<file path="src/rtl/mem_access_ctrl.sv">
// Memory access sequencer and two-port round-robin arbiter.
// Grants one single-word read/write from the fetch (F) or load/store (D) port at a time.
// It then drives the MAR load, RAM access and MDR capture strobes in a fixed order,
// and returns a one-cycle acknowledge to the granted port. All outputs are registered.
module mem_access_ctrl #(
    parameter int unsigned ADDR_W  = 9,
    parameter int unsigned DATA_W  = 32,
    parameter int unsigned RAM_LAT = 1
) (
    input  logic              clock,
    input  logic              clear,
    input  logic              f_req,
    input  logic [ADDR_W-1:0] f_addr,
    output logic              f_ack,
    input  logic              d_req,
    input  logic              d_we,
    input  logic [ADDR_W-1:0] d_addr,
    input  logic [DATA_W-1:0] d_wdata,
    output logic              d_ack,
    output logic [DATA_W-1:0] rdata,
    output logic              mar_load,
    output logic [ADDR_W-1:0] mar_addr,
    output logic              mem_read,
    output logic              mem_write,
    output logic [DATA_W-1:0] mem_wdata,
    input  logic [DATA_W-1:0] mem_rdata,
    output logic              mdr_load,
    output logic              busy
);

    typedef enum logic [2:0] {
        StIdle,
        StAddr,
        StAccess,
        StCapture,
        StResp
    } state_e;

    localparam logic [2:0] LatM1 = 3'(RAM_LAT - 1);

    state_e            state_q, state_d;
    logic [2:0]        cnt_q, cnt_d;
    logic              last_d_q, last_d_d;   // 1: last grant went to D
    logic              port_d_q, port_d_d;   // 1: transaction in flight belongs to D
    logic              we_q, we_d;
    logic [ADDR_W-1:0] addr_q, addr_d;
    logic [DATA_W-1:0] wdata_q, wdata_d;
    logic              grant_d;

    logic              f_ack_n, d_ack_n, mar_load_n, mem_read_n, mem_write_n;
    logic              mdr_load_n, busy_n;
    logic [ADDR_W-1:0] mar_addr_n;
    logic [DATA_W-1:0] mem_wdata_n, rdata_n;

    // Next-state, arbitration and request latching.
    always_comb begin
        state_d  = state_q;
        cnt_d    = cnt_q;
        last_d_d = last_d_q;
        port_d_d = port_d_q;
        we_d     = we_q;
        addr_d   = addr_q;
        wdata_d  = wdata_q;
        grant_d  = 1'b0;
        unique case (state_q)
            StIdle: begin
                if (f_req || d_req) begin
                    // D wins when alone, or on a tie when F was granted last.
                    grant_d  = d_req && (!f_req || !last_d_q);
                    port_d_d = grant_d;
                    last_d_d = grant_d;
                    we_d     = grant_d ? d_we : 1'b0;
                    addr_d   = grant_d ? d_addr : f_addr;
                    wdata_d  = grant_d ? d_wdata : '0;
                    state_d  = StAddr;
                end
            end
            StAddr: begin
                cnt_d   = LatM1;
                state_d = StAccess;
            end
            StAccess: begin
                if (cnt_q == 3'd0) begin
                    state_d = we_q ? StResp : StCapture;
                end else begin
                    cnt_d = cnt_q - 3'd1;
                end
            end
            StCapture: state_d = StResp;
            StResp:    state_d = StIdle;
            default:   state_d = StIdle;
        endcase
    end

    // Output decode from the upcoming state so every strobe is a flop output.
    always_comb begin
        mar_load_n  = (state_d == StAddr);
        mar_addr_n  = (state_d == StAddr) ? addr_d : mar_addr;
        mem_read_n  = (state_d == StAccess) && !we_d;
        mem_write_n = (state_d == StAccess) && we_d;
        mem_wdata_n = mem_write_n ? wdata_d : mem_wdata;
        mdr_load_n  = (state_d == StCapture);
        f_ack_n     = (state_d == StResp) && !port_d_d;
        d_ack_n     = (state_d == StResp) && port_d_d;
        busy_n      = (state_d != StIdle);
        rdata_n     = (state_q == StCapture) ? mem_rdata : rdata;
    end

    // State, latched request and registered outputs with synchronous clear.
    always_ff @(posedge clock) begin
        if (clear) begin
            state_q   <= StIdle;
            cnt_q     <= 3'd0;
            last_d_q  <= 1'b1;
            port_d_q  <= 1'b0;
            we_q      <= 1'b0;
            addr_q    <= '0;
            wdata_q   <= '0;
            f_ack     <= 1'b0;
            d_ack     <= 1'b0;
            mar_load  <= 1'b0;
            mar_addr  <= '0;
            mem_read  <= 1'b0;
            mem_write <= 1'b0;
            mem_wdata <= '0;
            mdr_load  <= 1'b0;
            busy      <= 1'b0;
            rdata     <= '0;
        end else begin
            state_q   <= state_d;
            cnt_q     <= cnt_d;
            last_d_q  <= last_d_d;
            port_d_q  <= port_d_d;
            we_q      <= we_d;
            addr_q    <= addr_d;
            wdata_q   <= wdata_d;
            f_ack     <= f_ack_n;
            d_ack     <= d_ack_n;
            mar_load  <= mar_load_n;
            mar_addr  <= mar_addr_n;
            mem_read  <= mem_read_n;
            mem_write <= mem_write_n;
            mem_wdata <= mem_wdata_n;
            mdr_load  <= mdr_load_n;
            busy      <= busy_n;
            rdata     <= rdata_n;
        end
    end

endmodule

</file>
<file path="config.mk">
export PLATFORM = sky130hd
export DESIGN_NAME = mem_access_ctrl
export DESIGN_NICKNAME = d
export VERILOG_FILES = /design/src/rtl/mem_access_ctrl.sv
export SDC_FILE = /design/constraint.sdc
export NUM_CORES = 1
export LEC_CHECK = 0
export ABC_CLOCK_PERIOD_IN_PS = 2600
export BUFFER_PORTS_ARGS = -buffer_cell sky130_fd_sc_hd__buf_2
export CORE_UTILIZATION = 25
export CTS_BUF_LIST = sky130_fd_sc_hd__clkbuf_2 sky130_fd_sc_hd__clkbuf_4 sky130_fd_sc_hd__clkbuf_8
export DETAILED_ROUTE_END_ITERATION = 8
export HOLD_SLACK_MARGIN = 0.05
export MAX_ROUTING_LAYER = met4
export PLACE_DENSITY_LB_ADDON = 0.2
export SYNTH_ARGS = -nofsm -noshare
export SYNTH_HDL_FRONTEND = slang
export SYNTH_SLANG_ARGS = --single-unit
export TNS_END_PERCENT = 100
</file>
<file path="constraint.sdc">
create_clock -name clock -period 2.6 [get_ports clock]
set_input_delay 0.52 -clock clock [delete_from_list [all_inputs] [get_ports clock]]
set_output_delay 0.52 -clock clock [all_outputs]
set_load 0.01 [all_outputs]
</file>
; After elaboration in Yosys (flattened, before gate mapping)
; Cells that the tools add are included.
[totals]
rom_bits = 0
regBits = 130
ramBits = 0
in_bits = 87
word_cells = 60
n_memories = 0
latchBits = 0
[op_classes]
n_eq_ne = 8
n_shift = 0
reduce_logical = 17
mux = 17
n_mul = 0
magnitude_cmp = 0
div_mod_pow = 0
add_sub_neg = 1
bitwise = 0
[ops]
columns = op, n
row1 = 2-to-1 mux 32 bit, 3
row2 = 2-to-1 mux 9 bit, 3
row3 = "== test 3 x 2 -> 1 bit, second input constant", 4
row4 = 2-to-1 mux 3 bit, 4
row5 = one-hot mux 3 bit (4 select lines), 1
row6 = "== test 3 x 1 -> 1 bit, second input constant", 2
row7 = logical NOT 3 bit, 2
row8 = one-hot mux 3 bit (2 select lines), 1
row9 = logical AND 1 bit, 5
row10 = 2-to-1 mux 1 bit, 5
row11 = logical NOT 1 bit, 4
row12 = AND reduction 2 bit, 2
row13 = "== test 3 bit, second input constant", 1
row14 = nonzero test 3 bit, 1
row15 = "subtractor 3 x 1 -> 3 bit, second input constant", 1
row16 = logical OR 1 bit, 2
row17 = "inequality test 2 bit, second input constant", 1
row18 = nonzero test 2 bit, 1

; Longest topological paths before layout
[logic_depth]
depth_word = 8
depth_mapped = 9

; Least setup slack after synthesis
; OpenSTA, ideal clock, no wires.
[synth_path]
path_type = reg-to-reg
startpoint = register cnt_q[0]
endpoint = register mem_wdata[0]
path_buffers = 2
period_less_slack_ns = 1.965
arrival_time_ns = 1.830
path_stages_with_launch = 10
setup_slack_ns = 0.635
t_required_ns = 2.466
cell_sequence = dfxtp_1 > inv_1 > ha_1 > ha_1 > or4b_4 > o21ai_4 > and2_0 > buf_4 > buf_6 > a211oi_1
[synth_between]
elab_chain_cells = 5
[synth_lines]
columns = element, line_no
row1 = "start, declared", 42  ; logic [2:0] cnt_q, cnt_d;
row2 = "start signal, assigned", 131  ; cnt_q <= cnt_d;
row3 = logical NOT 3 bit, 83  ; if (cnt_q == 3'd0) begin
row4 = 2-to-1 mux 3 bit, 83
row5 = one-hot mux 3 bit (4 select lines), 65  ; unique case (state_q)
row6 = == test 3 x 2 -> 1 bit, 100  ; mem_write_n = (state_d == StAccess) && we_d;
row7 = logical AND 1 bit, 100
row8 = "end signal, assigned", 143  ; mem_wdata <= mem_wdata_n;
row9 = "end, declared", 25  ; output logic [DATA_W-1:0] mem_wdata,
; Every way passes these cells.
; A chain may end at the register's enable or synchronous reset.

; Worst setup path in the final report
[layout_path]
startpoint = register cnt_q[0]
endpoint = register mem_wdata[26]
; Same word-level chain as after synthesis.

==> results.yml <==
timing:
  fin_tns_setup_ns: 0
  maxSlewHeadroom_pct: 30.7
  period_needed_ns: 2.26
  timing.final.crit_share_pct: 86.8
  finClkSkew_ns: 0.0127
  rsz0062_at_grt: "no"
  drv_slew: 0
  fmax_ghz: 0.443
  finalSetupViolCount: 0
  worst_pin_slew_ns: 1.04
  finalHoldViolations: 0
  worst_slack_ns: 0.343
die:
  die_w_um: 134
  rows: 47
  dieArea_um2: 17900
  ios: 167
  start_util_pct: 25.9
  core_area_um2: 16800
  die_h_um: 134
cells_and_area:
  syn2layout_area_growth_pct: 33.3
  final_core_util_pct: 34.5
  drive_gt1_share_pct: 34.2
  final_nets: 718
  antennaDiodeCount: 0
setup_path:
  path_delay_family: "simple AND/OR/NAND/NOR gates"
  path_cells: "inv_1, ha_1, ha_1, or4b_4, o21ai_4, buf_4, a21oi_1, a211oi_1"
  path_class: "flop to flop"
  cp-end-kind: "flop"
  crit_arrival_ns: 2.59
  crit_path_max_incr_delay_ns: 0.54
  startpoint_type: "flop"
  cp_slowest_cell: "or4b_4"
  cp_common_cell: "ha_1"
  crit_required_ns: 2.94
  critPathBufInv: 2
  rrSetupSlack_ns: 0.34
  path_max_fanout: 25
pwr:
  pwr-share-seq_pct: 44.3
  cellPowerDensity_nw_per_um2: 803
  power.leakage_nw: 2.44
  clkPwrFrac_pct: 40.2
  ir_worst_vdd_v: 0.000387
  p_int_w: 0.00341
  p_comb_share_pct: 15.5
  switchingPower_w: 0.00124
  swShare_pct: 26.6
synth:
  yosys.area_share.adder_pct: 0.577
  synth_compound_area_share_pct: 24.2
  postSynth.asyncResetShare_pct: 0
  yosys_warnings: 0
  synthSimpleGateAreaFrac_pct: 13.9
  avgSynthCellArea_um2: 9.16
  muxShareOfSynthArea_pct: 0
  ys_ff_latch: 121
  synth_area_um2: 4340
  synth_top_area_cell: "dfxtp_1"
  synth_area_leaders: "dfxtp_1, a21oi_1, nand2_1"
  synth.top_cell.area_share_pct: 55.8
  synthXorXnorAreaFrac_pct: 0
  seq_area_frac_synth_pct: 55.8
  synth_cell_types: 33
  postSynthCellCount: 474
  syn_nets: 563
  synth_top_family_by_area: "compound AO/OA/AOI/OAI gates"
  synth_edf_count: 0
  synth_flop_cell: "dfxtp_1"
global_route:
  grt_start_max_net_pins: 57
  grt.overflow.total: 0
  antenna_found_initial: 0
  groute.usage.overall_pct: 14.1
  grt_pass1_wl_mm: 18.9
  grt_pass1_vias: 3677
clock_network:
  ctsResizeCount: 0
  clk-insertion-delay-late_ns: 0.43
  clk_pin_slew_ns: 0.07
  cts_htree_levels: 4
  cts.sink_count: 121
  postCtsSetupRepairBufs: 0
  hold_buffers: 0
  cts_root_buf: "clkbuf_8"
  clk_path_buf_depth: 2
  cts_made_buffers: 17
  tritoncts: "built"
place:
  gp_congestion: 0.776
  place_hpwl_mm: 8.41
  pre_cts_ws_ns: 0.358
  io_buffers: 166
route:
  drtIter0Drc: 167
  first_pass_iters: 5
  drc_errors: 0
  routed_wl_mm: 12.2
  route.vias.total: 3969
  viasPerCell: 4.61
  wl_per_cell_um: 14.1
  ant_nets: 0
run_status:
  status: "finished clean"
hold_path:
  hold_class: "input port to flop"
flow_run:
  cap_violations: 0
## power by group through the flow
stage	Sequential [W]	Combinational [W]	Clock, W
6_report	0.00206	0.000721	0.00187
5_1_grt	0.00207	0.000799	0.00201
4_1_cts	0.00206	0.000731	0.00195
3_5_place_dp	0.00210	0.000730	0
3_3_place_gp	0.00210	0.000723	0
2_1_floorplan	0.00212	0.000439	0
## metrics by stage
| step | area [um^2] | power, W | hold WS (ns) | cells |
|---|---|---|---|---|
| final | 5790 | 0.00465 | 0.325 | 861 |
| after global routing | 5790 | 0.00488 | 0.298 | 861 |
| after CTS | 5790 | 0.00474 | 0.284 | 861 |
| after detailed placement | 5350 | 0.00283 | 0.448 | 830 |
| after global placement | 5350 | 0.00282 | 0.439 | 830 |
| after floorplan | 4340 | 0.00256 | 0.457 | 474 |
## sequential cells by signal (all words and copies together) (netlist names), 3 cells and up
register and count:
cnt_q 3, rdata 32, state_q 3, mem_wdata 32, mar_addr 9, wdata_q 32
## layout make-up
class / count / area [um^2]
multi-input combinational: 308 / 1690
clock buffer: 23 / 298
inverter: 4 / 15.0
fill: 1744 / 11000
sequential: 121 / 2420
tap: 220 / 275
timing repair buffer: 177 / 941
clock inverter: 8 / 143
## per-layer routing
layer	vias to the layer above	wire length (um)	GRT usage [%]
li1	1978	-	-
met1	1800	5390	17.0
met2	184	5640	22.0
met3	7	1060	4.64
met4	0	78	4.48
met5	-	0	-
## cells by family (layout without fill, tap and decap cells)
logic type	Yosys count	in the layout
AO/OA/AOI/OAI	163	163
adder cells (fa/ha/maj)	2	2
buffers and inverters	45	212
flip-flops	121	121
AND/OR/NAND/NOR	143	143
## layout by cell type, fill, tap and decap left out, drive strengths merged
| cell | instances |
|---|---|
| nor4 | 2 |
| o21a | 11 |
| nor2b | 2 |
| a31oi | 9 |
| a21boi | 1 |
| a211oi | 33 |
| ha | 2 |
| nand2 | 83 |
| clkinvlp | 1 |
| or3 | 1 |
| or4b | 2 |
| a31o | 1 |
| buf | 177 |
| a21bo | 1 |
| a211o | 1 |
| o21ai | 2 |
| nor3b | 1 |
| bufinv | 4 |
| nor2 | 43 |
| nand2b | 2 |
| inv | 4 |
| and2 | 3 |
| a21oi | 71 |
| or2 | 1 |
| clkinv | 3 |
| dfxtp | 121 |
| nor3 | 3 |
| a22oi | 33 |
| clkbuf | 23 |
## Yosys cell counts (all sizes together) (2+ instances only)
| cell type | count |
|---|---|
| a211oi | 33 |
| a21oi | 71 |
| a22oi | 33 |
| a31oi | 9 |
| and2 | 3 |
| buf | 16 |
| clkbuf | 25 |
| dfxtp | 121 |
| ha | 2 |
| inv | 4 |
| nand2 | 83 |
| nand2b | 2 |
| nor2 | 43 |
| nor2b | 2 |
| nor3 | 3 |
| nor4 | 2 |
| o21a | 11 |
| o21ai | 2 |
| or4b | 2 |
## worst reg2reg max path: stages (launching register included)
cell,delay (ns)
dfxtp_1,0.35
inv_1,0.05
ha_1,0.19
ha_1,0.21
or4b_4,0.54
o21ai_4,0.14
buf_4,0.35
a21oi_1,0.12
a211oi_1,0.23
## worst paths after layout
| check | depth (start not counted) | from | to |
|---|---|---|---|
| worst max register to register | 8 | cnt_q[0] | mem_wdata[26] |
| worst min-delay path | 3 | mem_rdata[16] | rdata[16] |
| worst max-delay path | 8 | cnt_q[0] | mem_wdata[26] |
| worst min register to register | 2 | rdata[21] | rdata[21] |
(Power assumes the default switching activity.)
